`src/rtl/bricks_pkg.sv`:
```
// Shared grid geometry, ball direction codes and game state encoding for the bricks game.
package bricks_pkg;

    localparam int ROWS       = 12;
    localparam int COLS       = 16;
    localparam int FIELD_BITS = ROWS * COLS;
    localparam int PADDLE_ROW = ROWS - 1;

    localparam logic [1:0] DIR_UP_RIGHT   = 2'b00;
    localparam logic [1:0] DIR_UP_LEFT    = 2'b01;
    localparam logic [1:0] DIR_DOWN_RIGHT = 2'b10;
    localparam logic [1:0] DIR_DOWN_LEFT  = 2'b11;

    typedef enum logic [2:0] {
        ST_IDLE  = 3'd0,
        ST_SERVE = 3'd1,
        ST_RUN   = 3'd2,
        ST_OVER  = 3'd3,
        ST_WIN   = 3'd4
    } game_state_t;

    // Flattened field bus position of a cell; callers guarantee the cell is on the grid.
    function automatic logic [7:0] cell_index(input int row, input int col);
        return 8'(row * COLS + col);
    endfunction

endpackage

```
`src/rtl/bricks_tick_gen.sv`:
```
// Divides the clock down to the one-cycle ball step pulse; count restarts whenever cleared.
module bricks_tick_gen #(
    parameter int TICK_DIV = 5_000_000
) (
    input  logic clock,
    input  logic reset,
    input  logic clear,
    input  logic enable,
    output logic step
);

    localparam int CW = (TICK_DIV > 1) ? $clog2(TICK_DIV) : 1;
    localparam logic [CW-1:0] LAST = CW'(TICK_DIV - 1);

    logic [CW-1:0] count;

    assign step = enable && (count == LAST);

    always_ff @(posedge clock) begin
        if (!reset || clear) begin
            count <= '0;
        end else if (enable) begin
            count <= step ? '0 : count + CW'(1);
        end
    end

endmodule

```
`src/rtl/bricks_game_ctrl.sv`:
```
// Bricks game sequencer: owns brick map, paddle, score and lives, and paces the ball mover.
module bricks_game_ctrl
    import bricks_pkg::*;
#(
    parameter int TICK_DIV   = 5_000_000,
    parameter int LIVES      = 3,
    parameter int BRICK_ROWS = 4,
    parameter int PAD_W      = 4,
    parameter int SCORE_W    = 8
) (
    input  logic                  clock,
    input  logic                  reset,
    input  logic                  start,
    input  logic                  pad_left,
    input  logic                  pad_right,
    input  logic [3:0]            Ball_rowIndex,
    input  logic [3:0]            Ball_colIndex,
    input  logic [1:0]            Ball_direction,
    output logic [FIELD_BITS-1:0] field_data,
    output logic                  ball_step,
    output logic                  ball_reset,
    output logic [3:0]            paddle_col,
    output logic [2:0]            lives,
    output logic [SCORE_W-1:0]    score,
    output logic [2:0]            game_state
);

    localparam logic [FIELD_BITS-1:0] BRICK_INIT =
        (FIELD_BITS'(1) << (BRICK_ROWS * COLS)) - FIELD_BITS'(1);
    localparam logic [15:0] PAD_MASK   = 16'((17'(1) << PAD_W) - 17'(1));
    localparam logic [3:0]  PAD_MAX    = 4'(COLS - PAD_W);
    localparam logic [3:0]  PAD_INIT   = 4'((COLS - PAD_W) / 2);
    localparam logic [2:0]  LIVES_INIT = 3'(LIVES);

    game_state_t state, state_next;
    logic [FIELD_BITS-1:0] bricks, bricks_next;
    logic [3:0]            paddle_q, paddle_next;
    logic [2:0]            lives_q, lives_next;
    logic [SCORE_W-1:0]    score_q, score_next;
    logic                  start_q;

    logic                  start_edge;
    logic                  in_run;
    int                    ball_r, ball_c, v_row, h_col;
    logic                  going_down, col_up;
    logic                  v_hit, h_hit, d_hit, miss;
    logic [FIELD_BITS-1:0] clear_mask;
    logic [1:0]            cleared_cnt;
    logic [SCORE_W:0]      score_sum;
    logic [15:0]           pad_row;

    assign start_edge = start & ~start_q;
    assign in_run     = (state == ST_RUN);

    function automatic logic is_brick(input logic [FIELD_BITS-1:0] map, input int row, input int col);
        if (row >= 0 && row < BRICK_ROWS && col >= 0 && col < COLS) begin
            return map[cell_index(row, col)];
        end
        return 1'b0;
    endfunction

    function automatic logic is_paddle(input logic [3:0] pcol, input int col);
        return (col >= 0) && (col < COLS) && (col >= int'(pcol)) && (col < int'(pcol) + PAD_W);
    endfunction

    bricks_tick_gen #(
        .TICK_DIV(TICK_DIV)
    ) u_tick_gen (
        .clock (clock),
        .reset (reset),
        .clear (!in_run),
        .enable(in_run),
        .step  (ball_step)
    );

    // Neighbour cells of the ball are judged on its pre-step position; vertical and
    // horizontal hits take priority, the diagonal only counts when both are empty.
    always_comb begin
        ball_r      = int'(Ball_rowIndex);
        ball_c      = int'(Ball_colIndex);
        going_down  = (Ball_direction == DIR_DOWN_RIGHT) || (Ball_direction == DIR_DOWN_LEFT);
        col_up      = (Ball_direction == DIR_UP_LEFT) || (Ball_direction == DIR_DOWN_LEFT);
        v_row       = going_down ? ball_r + 1 : ball_r - 1;
        h_col       = col_up ? ball_c + 1 : ball_c - 1;
        v_hit       = is_brick(bricks, v_row, ball_c);
        h_hit       = is_brick(bricks, ball_r, h_col);
        d_hit       = is_brick(bricks, v_row, h_col);
        clear_mask  = '0;
        cleared_cnt = 2'd0;
        if (v_hit || h_hit) begin
            if (v_hit) begin
                clear_mask[cell_index(v_row, ball_c)] = 1'b1;
                cleared_cnt = cleared_cnt + 2'd1;
            end
            if (h_hit) begin
                clear_mask[cell_index(ball_r, h_col)] = 1'b1;
                cleared_cnt = cleared_cnt + 2'd1;
            end
        end else if (d_hit) begin
            clear_mask[cell_index(v_row, h_col)] = 1'b1;
            cleared_cnt = 2'd1;
        end
        miss = (ball_r == PADDLE_ROW - 1) && going_down &&
               !is_paddle(paddle_q, ball_c) && !is_paddle(paddle_q, h_col);
        score_sum = {1'b0, score_q} + (SCORE_W + 1)'(cleared_cnt);
    end

    always_comb begin
        state_next  = state;
        bricks_next = bricks;
        paddle_next = paddle_q;
        lives_next  = lives_q;
        score_next  = score_q;
        case (state)
            ST_IDLE: begin
                bricks_next = BRICK_INIT;
                paddle_next = PAD_INIT;
                lives_next  = LIVES_INIT;
                score_next  = '0;
                if (start_edge) state_next = ST_SERVE;
            end
            ST_SERVE: begin
                if (start_edge) state_next = ST_RUN;
            end
            ST_RUN: begin
                if (ball_step) begin
                    bricks_next = bricks & ~clear_mask;
                    score_next  = score_sum[SCORE_W] ? '1 : score_sum[SCORE_W-1:0];
                    if (pad_left && !pad_right && paddle_q < PAD_MAX) begin
                        paddle_next = paddle_q + 4'd1;
                    end else if (pad_right && !pad_left && paddle_q != 4'd0) begin
                        paddle_next = paddle_q - 4'd1;
                    end
                    if (miss) begin
                        lives_next = lives_q - 3'd1;
                        state_next = (lives_q == 3'd1) ? ST_OVER : ST_SERVE;
                    end
                end else if (bricks == '0) begin
                    state_next = ST_WIN;
                end
            end
            ST_OVER, ST_WIN: begin
                if (start_edge) state_next = ST_IDLE;
            end
            default: state_next = ST_IDLE;
        endcase
    end

    always_ff @(posedge clock) begin
        if (!reset) begin
            state    <= ST_IDLE;
            bricks   <= BRICK_INIT;
            paddle_q <= PAD_INIT;
            lives_q  <= LIVES_INIT;
            score_q  <= '0;
            start_q  <= 1'b0;
        end else begin
            state    <= state_next;
            bricks   <= bricks_next;
            paddle_q <= paddle_next;
            lives_q  <= lives_next;
            score_q  <= score_next;
            start_q  <= start;
        end
    end

    assign pad_row    = PAD_MASK << paddle_q;
    assign field_data = bricks | (FIELD_BITS'(pad_row) << (PADDLE_ROW * COLS));
    assign ball_reset = in_run;
    assign paddle_col = paddle_q;
    assign lives      = lives_q;
    assign score      = score_q;
    assign game_state = state;

endmodule

```
`config.mk`:
```
export PLATFORM = sky130hd
export DESIGN_NAME = bricks_game_ctrl
export DESIGN_NICKNAME = d
export VERILOG_FILES = /design/src/rtl/bricks_pkg.sv /design/src/rtl/bricks_tick_gen.sv /design/src/rtl/bricks_game_ctrl.sv
export SDC_FILE = /design/constraint.sdc
export NUM_CORES = 1
export LEC_CHECK = 0
export BUFFER_PORTS_ARGS = -buffer_cell sky130_fd_sc_hd__buf_2
export CORE_ASPECT_RATIO = 1.75
export CORE_MARGIN = 8
export CORE_UTILIZATION = 35
export DETAILED_ROUTE_END_ITERATION = 6
export HOLD_SLACK_MARGIN = 0.1
export PLACE_DENSITY = 0.52
export SLEW_MARGIN = 10
export SYNTH_ARGS = -nofsm -noshare
export SYNTH_HDL_FRONTEND = slang
export SYNTH_SLANG_ARGS = --single-unit
```
`constraint.sdc`:
```
create_clock -name clock -period 11.4 [get_ports clock]
set_clock_uncertainty 0.2 [all_clocks]
set_input_delay 1.71 -clock clock [delete_from_list [all_inputs] [get_ports clock]]
set_output_delay 1.71 -clock clock [all_outputs]
set_load 0.005 [all_outputs]
```
==> results of run 1 <==
-- synthesized netlist by cell type (4+ instances only) --
cell type,count,area (µm²)
nand3_1,41,205.2
nand4_1,30,187.7
nand2_1,172,645.6
mux4_2,57,1284
ha_1,44,550.5
a211oi_1,5,37.54
a221oi_1,52,455.4
or2_2,9,56.30
o22ai_1,69,431.7
and2_1,14,87.58
a2111oi_0,5,43.79
nor3_1,44,220.2
inv_1,35,131.4
or3_1,8,50.05
buf_6,9,101.4
o221ai_1,4,35.03
a21o_1,14,105.1
clkbuf_1,62,232.7
or4_1,4,30.03
nor2_1,120,450.4
and4_1,9,78.83
xnor2_1,18,157.7
buf_4,182,1366
mux2i_1,30,300.3
o211ai_1,55,412.9
nor2b_1,6,37.54
o21a_1,19,142.6
a22oi_1,5,37.54
a21oi_1,140,700.7
a21oi_2,4,35.03
and3_1,6,37.54
buf_2,22,110.1
o31ai_1,4,30.03
a221oi_2,4,60.06
nor4_1,59,369.1
dfxtp_1,234,4684
mux2_2,4,45.04
nand2b_1,14,87.58
xor2_1,23,201.4
o21ai_0,22,110.1
-- power by group through the flow --
stage	Sequential (W)	Clock (W)	Combinational, W
after floorplan	0.000852	0	0.000338
after global placement	0.000859	0	0.000500
after detailed placement	0.000859	0	0.000505
after CTS	0.000840	0.000860	0.000507
after global routing	0.000841	0.000885	0.000547
final	0.000840	0.000854	0.000517
-- cells by family after synthesis --
family / Yosys count
and+or+nand+nor: 561
buffers and inverters: 315
xor gates and xnor gates: 43
DFF: 234
adders and majority gates: 46
AOI/OAI and AO/OA: 443
muxes: 91
-- final cells by class --
| type | instances | area [µm²] | area share, % |
|---|---|---|---|
| tap | 561 | 701.9 | 4.350 |
| multi-input combinational | 1184 | 8516 | 52.77 |
| sequential | 234 | 4684 | 29.03 |
| clock inverter | 10 | 130.1 | 0.8064 |
| timing repair buffer | 244 | 1266 | 7.847 |
| inverter | 37 | 138.9 | 0.8607 |
| clock buffer | 34 | 699.4 | 4.334 |
-- through the flow --
step                      instances  area (µm²)  setup WS (ns)
after floorplan                1733       15090          3.042
after global placement         2260       15300          1.990
after detailed placement       2260       15300          1.826
after CTS                      2304       16130          2.395
after global routing           2304       16140          1.859
final                          2304       16140          2.224
-- layer usage --
| layer | vias up | share of wire (%) |
|---|---|---|
| met5 | - | 0.032 |
| met1 | 7021 | 34 |
| met2 | 813 | 50 |
| li1 | 6306 | - |
| met4 | 4 | 8.7 |
| met3 | 262 | 6.9 |
-- sequential cells by signal (all words and copies together) (netlist names) --
register          count
score                 8
u_tick_gen.count     23
lives                 3
bricks              192
start_q               1
paddle_col            4
game_state            3
-- how the worst max path moves through the flow --
stage / start / end / slack [ns] / cells after the start
after detailed placement: Ball_colIndex[0] / bricks[25]$_SDFFE_PN1P_ / 1.83 / 23
after CTS: Ball_colIndex[0] / bricks[25]$_SDFFE_PN1P_ / 2.39 / 23
after global placement: Ball_colIndex[0] / bricks[27]$_SDFFE_PN1P_ / 1.99 / 23
after global routing: Ball_colIndex[0] / bricks[30]$_SDFFE_PN1P_ / 1.86 / 23
after floorplan: Ball_colIndex[0] / bricks[11]$_SDFFE_PN1P_ / 3.04 / 29
final: Ball_colIndex[0] / bricks[25]$_SDFFE_PN1P_ / 2.22 / 23
-- worst register-to-register path, stage by stage, from the launching register on --
cell	delay, ns
dfxtp_1	0.39
and2_1	0.17
a221oi_1	0.20
a2111oi_0	0.11
or4_1	0.63
nand2b_4	0.18
a32oi_4	0.36
or2_2	0.21
a21oi_1	0.09
inv_1	0.10
ha_1	0.37
inv_1	0.18
or4_1	0.56
or2_2	0.50
or3_1	0.45
nor3_1	0.20
a41o_1	0.58
a21oi_1	0.17
==> reports/results.txt, run 1 <==
Layout cells sized above 1 = 22.95%
Post-Syn Instances = 1733
Starting Density = 35.48%
Largest net degree at the start of global routing = 94
DRC errors left = 0
Seq cells post-synth = 234
CP Launch Type = input pin
FILL cells = 4450
Post-Synth XOR/XNOR Area = 2.595%
GRT overflow = 0
WL per Instance = 29.81 µm
Synthesis-to-layout area growth = 6.922%
Syn Nets = 1794
Post-synth EDFFs = 0
Yosys warns = 0
Maxcap violations = 0
Seq/Total Area, Yosys = 31.04%
Synth Area in Compound Gates = 20.20%
Adder-Cell Fraction of Synth Area = 3.913%
Sequential Power Share = 38.0%
Max Slew Vio Count = 0
DRT antenna net count = 0
Vias per inst = 6.253
Terminus of the critical flop-to-flop path = bricks[25]$_SDFFE_PN1P_
Final Util = 37.93%
Status = finished, final reports clean
Min cycle time layout = 9.176 ns
Commonest cells after routing, fill and taps aside = dfxtp_1, buf_2, nand2_1, a21oi_1, nor2_1
Pwr Total = 0.002212 W
Post-cts sizing count = 0
Initial DRC count = 1398
GPL Wtd Cong = 0.9522
Final setup vio count = 0
Synth async-reset ratio = 0%
Via count = 14410
Internal = 0.001454 W
Power density cells = 137.1 nW/µm²
Simple-gate share of the synthesized area = 18.47%
Worst hold path stage count = 1
IO Pins = 227
Largest family of logic cells by synthesized area = compound AO/OA/AOI/OAI gates
CP Max Fanout = 34
FP Rows = 100
Crit path cell chain = buf_2 -> inv_2 -> ha_1 -> xor2_2 -> buf_4 -> inv_2 -> buf_4 -> mux2i_1 -> mux4_2 -> nand2_1 -> a221o_1 -> a32oi_4 -> or2_2 -> a21oi_1 -> inv_1 -> ha_1 -> inv_1 -> or4_1 -> or2_2 -> or3_1 -> nor3_1 -> a41o_1 -> a21oi_1
CTS H-Tree Depth = 1
Clock share of power = 38.6%
RSZ-0062 raised after global routing = false
Comb pwr share = 23.4%
Hold_sp = u_tick_gen.count[0]$_SDFFE_PP0P_
Clk_lat worst skew = 0.55 ns
Setup crit end kind = register
Post-DP HPWL = 53.08 mm
Hold-fix buffers, CTS = 0
Setup slack, reg-to-reg = 5.58 ns
Die X-Extent = 173.0 µm
Met1 Use GR = 26.43%
Synth Flop Type = dfxtp_1
Achievable frequency = 109.0 MHz
Vias in the first global route = 14290
Slew @ Worst Pin = 1.291 ns
Switch Pwr = 0.0007580 W
Antenna cell count = 0
Met2 usage = 46.89%
Hold Crit Class = reg -> reg
Slew headroom = 13.30%
Worst Path Buf+Inv = 7
CP Class = in -> reg
DRT Wirelength = 68.69 mm
GRT Max-Usage Layer = met2
DRT Pass-1 Iters = 6
Setup TNS = 0 ns
CTS tree = built
Number of port buffers = 226
Switch share = 34.27%
Root buffer selected by CTS = clkbuf_16
CTS clk-pin slew, worst paths = 0.07 ns
Postcts setup bufs = 0
Tcrit/Tclk final = 80.49%
Leakage = 6.102 nW
Critical Path AT = 9.37 ns
CTS Buf Count = 24
Final Hold Viols = 0
Hold WS = 0.2710 ns
First-pass GRT wire length = 99.53 mm
Syn Area/Cell = 8.709 µm²
Crit-path leading delay family = buffers and inverters
Slowest CP cell = inv_2
Worst EP required = 11.60 ns
Initial antenna violation count = 4
Worst hold path endpoint = u_tick_gen.count[0]$_SDFFE_PP0P_
GRT Overall Usage = 26.09%
Max incr delay on CP = 0.61 ns
FF-to-FF Start = bricks[16]$_SDFFE_PN1P_
Peak VDD IR = 0.1042 mV
Commonest non-fill, non-tap cell in the layout = dfxtp_1
Core area = 42540 µm²
CTS sink count = 234
Distinct cells, synth = 90
NumNets Final = 1786
R2R depth = 17
Die height = 290.7 µm
DIE AREA = 50280 µm²
M3 GR Usage = 4.694%
Mux contribution to synthesized area = 10.79%
Mapped Area = 15090 µm²
Clock Tree Buf Depth = 3
Power figures use the tool's default switching activity.
==> run 2, diff against run 1 <==
--- a/config.mk
+++ b/config.mk
@@ -5,13 +5,14 @@
 export SDC_FILE = /design/constraint.sdc
 export NUM_CORES = 1
 export LEC_CHECK = 0
+export ABC_AREA = 1
 export BUFFER_PORTS_ARGS = -buffer_cell sky130_fd_sc_hd__buf_2
 export CORE_ASPECT_RATIO = 1.75
 export CORE_MARGIN = 8
 export CORE_UTILIZATION = 35
 export DETAILED_ROUTE_END_ITERATION = 6
 export HOLD_SLACK_MARGIN = 0.1
-export PLACE_DENSITY = 0.52
+export PLACE_DENSITY = 0.51
 export SLEW_MARGIN = 10
 export SYNTH_ARGS = -nofsm -noshare
 export SYNTH_HDL_FRONTEND = slang
==> constraint.sdc (replaced) <==
create_clock -name clock -period 9 [get_ports clock]
set_clock_uncertainty 0.2 [all_clocks]
set_input_delay 1.35 -clock clock [delete_from_list [all_inputs] [get_ports clock]]
set_output_delay 1.35 -clock clock [all_outputs]
set_load 0.005 [all_outputs]
==> run 2 against run 1 <==
Global-route usage increased by 0.87 points. Die area grew 43%. Total power increased by 88%. Clock power increased by 52%. Sequential power up 31%. Via count is 64% higher. Count of clock-buffer cells in the layout decreased by 1. Largest power group is now combinational logic. Final area increased by 42%. Sequential cell count unchanged. Synthesized area increased by 47%.
==> reports/results.txt, run 2 <==
Tcrit/Tclk final = 87.73%
Root buffer selected by CTS = clkbuf_16 (unchanged)
Max reg flops = 192 (unchanged)
Syn Nets = 3675 (was 1794)
Comb pwr share = 42.3% (was 23.4%)
Setup TNS = 0 ns (unchanged)
Top cells by count, synth = nand2_1, nor2_1, nand3_1 (was dfxtp_1, buf_4, nand2_1)
GRT Overall Usage = 26.96% (was 26.09%)
Die height = 349.1 µm (was 290.7 µm)
Top reg by flops = bricks (unchanged)
CP Class = in -> reg (unchanged)
Postcts setup bufs = 0 (unchanged)
CP Max Fanout = 14 (was 34)
Internal = 0.002193 W (was 0.001454 W)
Worst EP required = 9.35 ns (was 11.60 ns)
Area taken by multi-input logic gates = 13900 µm² (was 8516 µm²)
Switch Pwr = 0.001972 W (was 0.0007580 W)
DRT Pass-1 Iters = 6 (unchanged)
Initial antenna violation count = 0 (was 4)
Synthesis-to-layout area growth = 3.168% (was 6.922%)
Mux contribution to synthesized area = 0% (was 10.79%)
Count leader, synth = nand2_1 (was dfxtp_1)
DIE AREA = 72050 µm² (was 50280 µm²)
Layout cells sized above 1 = 18.72% (was 22.95%)
Via count = 23620 (was 14410)
Critical Path AT = 8.25 ns (was 9.37 ns)
IO Pins = 227 (unchanged)
Cell Area, Placed = 21870 µm² (was 15300 µm²)
Syn Area/Cell = 6.141 µm² (was 8.709 µm²)
Area share of the largest cell type after synthesis = 21.11% (was 31.04%)
Mapped Area = 22200 µm² (was 15090 µm²)
GPL Wtd Cong = 0.9811 (was 0.9522)
Post-Syn Instances = 3614 (was 1733)
CTS H-Tree Depth = 1 (unchanged)
DRT Wirelength = 99.98 mm (was 68.69 mm)
CTS Buf Count = 28 (was 24)
Hold Crit Class = reg -> reg (unchanged)
Min cycle time layout = 7.895 ns
Adder-Cell Fraction of Synth Area = 2.661% (was 3.913%)
Die X-Extent = 206.4 µm (was 173.0 µm)
Synth Area in Compound Gates = 10.04% (was 20.20%)
WL per Instance = 23.25 µm (was 29.81 µm)
Seq cells post-synth = 234 (unchanged)
Peak VDD IR = 0.1839 mV (was 0.1042 mV)
NumNets Final = 3532 (was 1786)
Leakage = 9.391 nW (was 6.102 nW)
Vias in the first global route = 22510 (was 14290)
CTS sink count = 234 (unchanged)
Commonest non-fill, non-tap cell in the layout = nand2_1 (was dfxtp_1)
RSZ-0062 raised after global routing = false (unchanged)
Commonest cells after routing, fill and taps aside = nand2_1, nor2_1, nand3_1, dfxtp_1, buf_2 (was dfxtp_1, buf_2, nand2_1, a21oi_1, nor2_1)
CTS clk-pin slew, worst paths = 0.07 ns (about the same)
Status = finished, final reports clean (unchanged)
Vias per inst = 5.493 (was 6.253)
Sequential Power Share = 26.5% (was 38.0%)
Post-cts sizing count = 0 (unchanged)
Achievable frequency = 126.7 MHz
Distinct cells, synth = 47 (was 90)
Slew @ Worst Pin = 1.185 ns (was 1.291 ns)
CTS tree = built (unchanged)
Initial DRC count = 2342 (was 1398)
Final Instance Area = 22900 µm² (was 16140 µm²)
Synth async-reset ratio = 0% (unchanged)
Largest family of logic cells by synthesized area = simple AND/OR/NAND/NOR gates (was compound AO/OA/AOI/OAI gates)
CP Launch Type = input pin (unchanged)
Clock Tree Buf Depth = 3 (unchanged)
DRT antenna net count = 0 (unchanged)
Starting Density = 35.21% (was 35.48%)
Max incr delay on CP = 0.70 ns (was 0.61 ns)
First-pass GRT wire length = 146.8 mm (was 99.53 mm)
Largest net degree at the start of global routing = 193 (was 94)
Max Slew Vio Count = 0 (unchanged)
DRC errors left = 0 (unchanged)
Simple-gate share of the synthesized area = 49.25% (was 18.47%)
Slew headroom = 21.01% (was 13.30%)
GRT overflow = 0 (unchanged)
Post-synth EDFFs = 0 (unchanged)
Power density cells = 181.9 nW/µm² (was 137.1 nW/µm²)
Post-DP HPWL = 68.71 mm (was 53.08 mm)
Synth Flop Type = dfxtp_1 (unchanged)
Hold-fix buffers, CTS = 0 (unchanged)
Clock share of power = 31.2% (was 38.6%)
Largest area contributor in the netlist = dfxtp_1 (unchanged)
Final Hold Viols = 0 (unchanged)
Setup crit end kind = register (unchanged)
FILL cells = 7212 (was 4450)
Seq/Total Area, Yosys = 21.11% (was 31.04%)
Post-Synth XOR/XNOR Area = 0.5130% (was 2.595%)
Core area = 63040 µm² (was 42540 µm²)
Yosys warns = 0 (unchanged)
Switch share = 47.34% (was 34.27%)
FP Rows = 122 (was 100)
Clk_lat worst skew = 0.63 ns (was 0.55 ns)
Maxcap violations = 0 (unchanged)
Worst setup margin = 1.105 ns (was 2.224 ns)
FF/Latch Area = 4684 µm² (unchanged)
Top post-synthesis cells by area = dfxtp_1, nand2_1, nor2_1, nand3_2, nand3_1 (was dfxtp_1, buf_4, mux4_2, a21oi_1, nand2_1)
Pre-CTS setup slack = 0.6999 ns (was 1.826 ns)
Final setup vio count = 0 (unchanged)
Slowest CP cell = nor2_1 (was inv_2)
Number of port buffers = 226 (unchanged)
## run 2: cell count changes after synthesis, sizes merged, moves of 102 or more
cell	change
nor2	+459
nand2	+826
nand3	+462
o21ai	+118
inv	+188
nand4	+102
## run 2: routing by layer
layer  track usage (%)  vias to the layer above  wire [µm]
li1                  -                    11310          -
met1             30.12                    10970      36460
met2             46.02                     1004      48610
met3             4.639                      339       7307
met4             18.49                        0       7595
met5                 0                        -          0
## run 2: power by group through the flow
stage | combinational [W] | sequential, W | clock [W]
floorplan | 0.00125 | 0.00111 | 0
detailed placement | 0.00175 | 0.00113 | 0
global placement | 0.00175 | 0.00113 | 0
CTS | 0.00175 | 0.00110 | 0.00133
global route | 0.00188 | 0.00111 | 0.00137
finish | 0.00176 | 0.00110 | 0.00130
## run 2: final timing paths
path	startpoint	endpoint	slack (ns)	depth (start not counted)
worst max-delay path	Ball_colIndex[1]	score[1]$_SDFFE_PN0P_	1.10	30
worst min-delay path	bricks[179]$_SDFFE_PN0P_	bricks[179]$_SDFFE_PN0P_	0.25	2
worst max register to register	bricks[187]$_SDFFE_PN0P_	score[1]$_SDFFE_PN0P_	3.88	31
worst min register to register	bricks[179]$_SDFFE_PN0P_	bricks[179]$_SDFFE_PN0P_	0.25	2
## run 2: logic make-up after synthesis
kind of cell,count (synthesis)
adder cells (fa/ha/maj),46
XOR/XNOR,13
buffers and inverters,660
AO/OA/AOI/OAI,355
flip-flops,234
AND/OR/NAND/NOR,2306
## run 2: layout make-up
type                    count  area share, %
diodes                      1        0.01093
clock buffers              33          3.186
clock inverters            19          1.290
inverters                 228          3.841
multi-input cells        2720          60.71
flip-flops and latches    234          20.46
well taps                 806          4.404
repair buffers            259          6.098
## run 2: per-stage QoR
step           util, %  total power (W)  hold WS, ns  instances
5_1_grt          36.32         0.004360       0.2725       4299
3_3_place_gp     34.69         0.002880       0.2358       4247
4_1_cts          36.32         0.004185       0.2548       4299
3_5_place_dp     34.69         0.002878       0.2459       4247
6_report         36.32         0.004165       0.2546       4300
2_1_floorplan        -         0.002361       0.2176       3614
## run 2: worst max-delay path: cells and delay by family
family	cells	cell delay, ns
buffers and inverters	7	1.02
AND/OR/NAND/NOR	13	3.18
adder cells (fa/ha/maj)	6	1.75
AO/OA/AOI/OAI	4	0.93
